--- src/rtl/div_bcd_formatter.sv ---
// div_bcd_formatter
//   Sits behind the sequential non-restoring divider. On the rising edge of
//   the divider's done level it captures quotient and remainder, converts
//   each to packed BCD with sequential double-dabble (one bit per clock,
//   quotient first, then remainder) and offers both results on a
//   valid/ready handshake.
//
// Ports
//   clk            rising-edge clock
//   reset          synchronous, active-high reset
//   div_done       divider done level
//   div_quotient   divider quotient (N bits), valid while div_done=1
//   div_remainder  divider remainder (N bits), valid while div_done=1
//   busy           high while converting or holding a result
//   out_valid      BCD results available
//   out_ready      consumer accepts the results
//   q_bcd          packed BCD quotient, digit 0 in bits [3:0]
//   r_bcd          packed BCD remainder
//   overrun        sticky: a done edge arrived while busy and was dropped
module div_bcd_formatter #(
  parameter int N      = 8,
  parameter int DIGITS = 3
) (
  input  logic                  clk,
  input  logic                  reset,
  input  logic                  div_done,
  input  logic [N-1:0]          div_quotient,
  input  logic [N-1:0]          div_remainder,
  output logic                  busy,
  output logic                  out_valid,
  input  logic                  out_ready,
  output logic [4*DIGITS-1:0]   q_bcd,
  output logic [4*DIGITS-1:0]   r_bcd,
  output logic                  overrun
);

  localparam int BW = 4 * DIGITS;
  localparam int CW = $clog2(N + 1);
  localparam logic [CW-1:0] LAST_BIT = CW'(N - 1);

  typedef enum logic [1:0] {
    IDLE   = 2'd0,
    CONV_Q = 2'd1,
    CONV_R = 2'd2,
    VALID  = 2'd3
  } state_t;

  // Each digit >= 5 gets +3 so that the following shift carries correctly
  // into the next decimal digit. Digits are adjusted independently.
  function automatic logic [BW-1:0] dabble_adjust(input logic [BW-1:0] acc);
    logic [BW-1:0] res;
    res = acc;
    for (int d = 0; d < DIGITS; d++) begin
      if (acc[4*d +: 4] >= 4'd5) begin
        res[4*d +: 4] = acc[4*d +: 4] + 4'd3;
      end
    end
    return res;
  endfunction

  // One double-dabble step: adjust, then shift {bcd, shreg} left by one.
  // The accumulator MSB falls off; it is always zero when 10^DIGITS > 2^N-1.
  function automatic logic [BW+N-1:0] dabble_step(input logic [BW-1:0] acc,
                                                  input logic [N-1:0]  sh);
    logic [BW+N-1:0] cat;
    cat = {dabble_adjust(acc), sh};
    return cat << 1;
  endfunction

  state_t          state_q;
  logic            done_q;
  logic [CW-1:0]   cnt_q;
  logic            busy_q;
  logic            out_valid_q;
  logic            overrun_q;
  logic [BW-1:0]   q_bcd_q;
  logic [BW-1:0]   r_bcd_q;

  // Conversion datapath; not reset, always loaded on capture.
  logic [N-1:0]    qsh_q;
  logic [N-1:0]    rsh_q;
  logic [BW-1:0]   qacc_q;
  logic [BW-1:0]   racc_q;

  logic            rise;
  logic [BW+N-1:0] step_d;
  logic [BW-1:0]   acc_d;
  logic [N-1:0]    sh_d;

  assign rise = div_done & ~done_q;

  // A single step unit is shared: it works on the quotient in CONV_Q and on
  // the remainder in CONV_R.
  always_comb begin
    step_d = '0;
    if (state_q == CONV_R) begin
      step_d = dabble_step(racc_q, rsh_q);
    end else begin
      step_d = dabble_step(qacc_q, qsh_q);
    end
    acc_d = step_d[BW+N-1:N];
    sh_d  = step_d[N-1:0];
  end

  always_ff @(posedge clk) begin
    if (reset) begin
      state_q     <= IDLE;
      done_q      <= 1'b0;
      cnt_q       <= '0;
      busy_q      <= 1'b0;
      out_valid_q <= 1'b0;
      overrun_q   <= 1'b0;
      q_bcd_q     <= '0;
      r_bcd_q     <= '0;
    end else begin
      done_q <= div_done;

      // Any rise outside IDLE is dropped, including on the accept edge.
      if (rise && (state_q != IDLE)) begin
        overrun_q <= 1'b1;
      end

      case (state_q)
        IDLE: begin
          if (rise) begin
            qsh_q   <= div_quotient;
            rsh_q   <= div_remainder;
            qacc_q  <= '0;
            racc_q  <= '0;
            cnt_q   <= '0;
            busy_q  <= 1'b1;
            state_q <= CONV_Q;
          end
        end

        CONV_Q: begin
          qacc_q <= acc_d;
          qsh_q  <= sh_d;
          if (cnt_q == LAST_BIT) begin
            cnt_q   <= '0;
            state_q <= CONV_R;
          end else begin
            cnt_q <= cnt_q + CW'(1);
          end
        end

        CONV_R: begin
          racc_q <= acc_d;
          rsh_q  <= sh_d;
          if (cnt_q == LAST_BIT) begin
            // Final remainder step: publish both results on this same edge.
            cnt_q       <= '0;
            q_bcd_q     <= qacc_q;
            r_bcd_q     <= acc_d;
            out_valid_q <= 1'b1;
            state_q     <= VALID;
          end else begin
            cnt_q <= cnt_q + CW'(1);
          end
        end

        VALID: begin
          if (out_ready) begin
            out_valid_q <= 1'b0;
            busy_q      <= 1'b0;
            state_q     <= IDLE;
          end
        end

        default: state_q <= IDLE;
      endcase
    end
  end

  assign busy      = busy_q;
  assign out_valid = out_valid_q;
  assign overrun   = overrun_q;
  assign q_bcd     = q_bcd_q;
  assign r_bcd     = r_bcd_q;

endmodule

--- config.mk ---
export PLATFORM = sky130hd
export DESIGN_NAME = div_bcd_formatter
export DESIGN_NICKNAME = d
export VERILOG_FILES = /design/src/rtl/div_bcd_formatter.sv
export SDC_FILE = /design/constraint.sdc
export NUM_CORES = 1
export LEC_CHECK = 0
export ABC_AREA = 1
export ABC_CLOCK_PERIOD_IN_PS = 3200
export BUFFER_PORTS_ARGS = -buffer_cell sky130_fd_sc_hd__buf_2
export CORE_AREA = 2 2 89 91
export CTS_BUF_LIST = sky130_fd_sc_hd__clkbuf_4
export DETAILED_ROUTE_END_ITERATION = 6
export DIE_AREA = 0 0 91 93
export GPL_TIMING_DRIVEN = 0
export PLACE_DENSITY = 0.69
export SYNTH_ARGS = -nofsm -noshare
export SYNTH_HDL_FRONTEND = slang
export SYNTH_SLANG_ARGS = --single-unit
--- constraint.sdc ---
create_clock -name clk -period 3.2 [get_ports clk]
set_input_delay 0.48 -clock clk [delete_from_list [all_inputs] [get_ports clk]]
set_output_delay 0.48 -clock clk [all_outputs]
set_load 0.02 [all_outputs]
# After elaboration in Yosys (flattened, before gate mapping)
# Cells that the tools add are included.
# word_totals
ff_bits	74
out_inout_bits	27
wordCells	79
# classes
add_sub_neg	7
order_cmp	6
eq_ne	8
muxes	27
n_bitwise	3
reduce_logical	16
# op_table
cell	count
12-bit one-hot mux with 2 select lines	2
8-bit one-hot mux with 2 select lines	2
4-bit by 3-bit >= comparator with 1-bit output, second input constant	6
4-bit two-way mux	6
20-bit two-way mux	1
4-bit by 2-bit adder with 4-bit output, second input constant	4
8-bit two-way mux	2
12-bit two-way mux	1
3-bit AND reduction	4
2-bit nonzero test	6
2-bit two-way mux	4
2-bit one-hot mux with 4 select lines	1
4-bit one-hot mux with 2 select lines	1
3-bit by 2-bit adder with 3-bit output, second input constant	2
3-bit two-way mux	2
2-bit != test, second input constant	3
4-bit by 1-bit adder with 4-bit output, second input constant	1
2-bit equality test, second input constant	2
4-bit by 3-bit equality test with 1-bit output, second input constant	1
1-bit one-hot mux with 2 select lines	2
2-bit AND reduction	2
4-bit AND reduction	1
1-bit two-way mux	3
2-bit by 1-bit equality test with 1-bit output, second input constant	1
6 further kinds	7

# Depth between registers and ports, before layout
# depth
ltp_word	4
mapped_depth	10

# Worst setup path before layout
# No wires, ideal clock.
# synth_timing
path_kind	reg-to-reg
from	register state_q[1]
to	register qacc_q[0] (enable)
t_arrival_ns	2.377
required_time_ns	2.772
setup_slack_ns	0.395
stages_incl_launch_ff	6
n_path_buf	1
synth_period_minus_slack_ns	2.805
path_cell_list	dfxtp_1 > inv_1 > ha_1 > clkbuf_1 > inv_1 > a211oi_1
# synth_via
elab_chain_cells	3
# synth_rtl
item	line	rtl
from (decl)	70	state_t state_q;
from (signal assigned)	107	state_q <= IDLE;
from (signal assigned)	132	state_q <= CONV_Q;
from (signal assigned)	141	state_q <= CONV_R;
2-bit by 1-bit equality test with 1-bit output / 2-bit zero test (equally long branches)	123	case (state_q)
2-bit nonzero test (no source line) / 2-bit != test (equally long branches)	--	
3-bit AND reduction (no source line) *	--	
to (signal assigned)	128	qacc_q <= '0;
to (signal assigned)	137	qacc_q <= acc_d;
to (decl)	82	logic [BW-1:0] qacc_q;
# Mark *: on every way between the ends. The rest lies on a longest branch, timed or not.
# A chain may end at the register's enable or synchronous reset.

# Worst setup path in the final report
# layout_timing
from	register state_q[0]
to	register rsh_q[1] (enable)
# layout_via
elab_chain_cells	3
# layout_rtl
item	line	rtl
2-bit equality test / 2-bit zero test (equally long branches)	123	
2-bit nonzero test (no source line) / 2-bit != test (equally long branches)	--	
3-bit AND reduction (no source line) *	--	
to (signal assigned)	127	rsh_q <= div_remainder;
to (decl)	81	logic [N-1:0] rsh_q;
# Marks and branches as above.

==> results.json <==
{
  "outcome": "finished clean",
  "relSlewSlack_pct": 35.7,
  "drt-initial-drc-count": 179,
  "dieHeight_um": 93,
  "ys_seq_area_share_pct": 51.3,
  "drive_above_1_share_pct": 16.6,
  "power_switching_share_pct": 38.1,
  "cp.required_ps": 3340,
  "ys_async_sr_fraction_pct": 0,
  "fin_ws_ps": 923,
  "htree_levels": 3,
  "numClockSinks": 74,
  "nets": 533,
  "worst_path_max_delay_cell": "nor3_2",
  "ys_ff_latch": 74,
  "fin_crit_sh_pct": 71.2,
  "routed_via_density": 5.09,
  "dp.cells": 587,
  "row_count": 32,
  "worst_setup_path_start_kind": "flip-flop",
  "hold_class": "primary input to flip-flop",
  "grt_max_degree": 13,
  "yosysWarnings": 0,
  "post-route-min-period_ps": 2280,
  "ioPinCount": 47,
  "p_seq_share_pct": 43.3,
  "crit_fanout": 11,
  "critical-path-max-stage-delay_ps": 730,
  "crit_family": "simple AND/OR/NAND/NOR gates",
  "grt_usage_pct": 20.4,
  "grt_pass1_wl_um": 13600,
  "leakage_uw": 0.00208,
  "syn-instance-count": 438,
  "die_w_um": 91,
  "p_switching_uw": 1210,
  "cts_resized": 0,
  "hold_buffers": 0,
  "clk_pin_slew_worst_paths_ps": 110,
  "combPwrFrac_pct": 36.1,
  "synth-edff-count": 40,
  "drc_errors": 0,
  "port_buffers": 45,
  "tightest_slew_ps": 959,
  "syn_area_mm2": 0.00367,
  "worst-path-buf-inv": 3,
  "first_global_vias": 2938,
  "cp_cell_sequence": "inv_1 -> ha_1 -> inv_1 -> nor2_2 -> nor3_2 -> buf_8",
  "hold_viol": 0,
  "cts_tree": "built",
  "wl_per_cell_um": 13.8,
  "postLayoutCoreUtil_pct": 56.1,
  "dr.pass1.iters": 5,
  "ir_worst_vdd_uv": 359,
  "start_util_pct": 48.7,
  "insertion_delay_ps": 420,
  "n_antenna_cell": 0,
  "pwr-share-clk_pct": 20.6,
  "max_freq_mhz": 439,
  "wl_um": 8350,
  "synth_most_common_cell": "nand2_1",
  "end_kind": "flip-flop",
  "grt_antenna_before_repair": 0,
  "root_buffer": "clkbuf_4",
  "maxCapViolCount": 0,
  "final_antenna_net_count": 0,
  "gr-total-overflow": 0,
  "p_int_uw": 1960,
  "synthDistinctLibCells": 26,
  "setup_viol": 0,
  "fillCellCount": 750,
  "area_growth_pct": 15.2,
  "fp.coreArea_mm2": 0.00753,
  "die-area_mm2": 0.00846,
  "place_congestion": 0.884,
  "power.total_uw": 3170,
  "power_density_mw_per_mm2": 749,
  "cts_buffer_depth": 2,
  "drv_slew": 0,
  "synth_area_leader_cell": "edfxtp_1",
  "via_count": 3068,
  "worstSetupPathType": "flip-flop to flip-flop",
  "clock_skew_ps": 14.1,
  "synthTopCellsByCount": "nand2_1 (102), inv_1 (58), edfxtp_1 (40), nor2_1 (40), a21oi_1 (39)",
  "worstPathArrival_ps": 2410,
  "syn_nets": 475,
  "synth_top_area_share_pct": 32.7,
  "cts_made_buffers": 9,
  "ys.flop_type": "edfxtp_1",
  "final_cells": 603,
  "avgSynthCellArea_um2": 8.38,
  "dp_slack_ps": 905,
  "crit_top_cell": "inv_1",
  "post_cts_buffers": 0,
  "synth.area.top_cells": "edfxtp_1 (33%), dfxtp_1 (19%), nand2_1 (10%)",
  "hpwl_um": 5980,
  "rsz0062_at_grt": "no"
}
==> cells in the final DEF (no fill, tap or decap), drive strengths merged, types with 2 or more instances in the layout <==
master,instances
buf,61
nand2,102
o21a,3
dfxtp,34
o21ai,28
o211ai,2
clkbuf,12
clkinv,3
inv,60
nand3,30
nand4,13
bufinv,2
a31oi,8
ha,17
a21oi,39
edfxtp,40
nor2,42
==> power groups by stage <==
stage | registers [uW] | logic, uW | clock network [uW]
5_1_grt | 1390 | 1310 | 696
4_1_cts | 1370 | 1140 | 663
3_5_place_dp | 1390 | 1130 | 0
6_report | 1370 | 1140 | 653
3_3_place_gp | 1390 | 1050 | 0
2_1_floorplan | 1380 | 820 | 0
==> cell families after synthesis <==
| logic type | Yosys count | share of synthesized area [%] |
|---|---|---|
| and+or+nand+nor | 189 | 22.2 |
| AOI/OAI and AO/OA | 82 | 11.9 |
| buffers and inverters | 76 | 8.73 |
| DFF | 74 | 51.3 |
| adders and majority gates | 17 | 5.80 |
==> layer usage <==
metal / share of wire (%) / vias up / global-route usage, %
met3: 4.7 / 19 / 3.30
met2: 48 / 88 / 36.1
met5: 0 / - / 0
met1: 44 / 1394 / 24.7
li1: - / 1567 / -
met4: 2.9 / 0 / 8.96
==> state kept, by name, indices dropped and copies added (netlist names) <==
name and cells:
state_q 2, qsh_q 8, racc_q 12, cnt_q 4, out_valid 1, overrun 1, busy 1, qacc_q 12
done_q 1, q_bcd 12, rsh_q 8, r_bcd 12
==> worst paths after layout <==
check,to,slack (ps),cells past startpoint,from
max,rsh_q[1],920,6,state_q[0]
min,done_q,290,3,div_done
max reg2reg,rsh_q[1],920,6,state_q[0]
min reg2reg,busy,460,2,busy
==> through the flow <==
| stage | hold WS [ps] | TNS, ps | cell area, um2 |
|---|---|---|---|
| 5_1_grt | 311 | 0 | 4230 |
| 6_report | 291 | 0 | 4230 |
| 2_1_floorplan | 480 | 0 | 3670 |
| 3_3_place_gp | 435 | -18270 | 4020 |
| 4_1_cts | 281 | 0 | 4230 |
| 3_5_place_dp | 442 | 0 | 4070 |
==> worst reg2reg max path, cell delays in order, from the launching register on <==
cell and delay [ps]:
dfxtp_1 390, inv_1 90, ha_1 270, inv_1 160, nor2_2 110, nor3_2 730
buf_8 240
==> layout make-up <==
cell class	instances	area, um2	area share (%)
Timing Repair Buffer	47	255	6.04
Clock buffer	10	75.1	1.78
Sequential cell	74	1880	44.5
Multi-Input combinational cell	288	1480	35.1
Clock inverter	6	81.3	1.92
Tap cell	102	128	3.02
Buffer	16	92.6	2.19
Inverter	60	228	5.39
No activity file was read; power rests on OpenSTA's default activity.
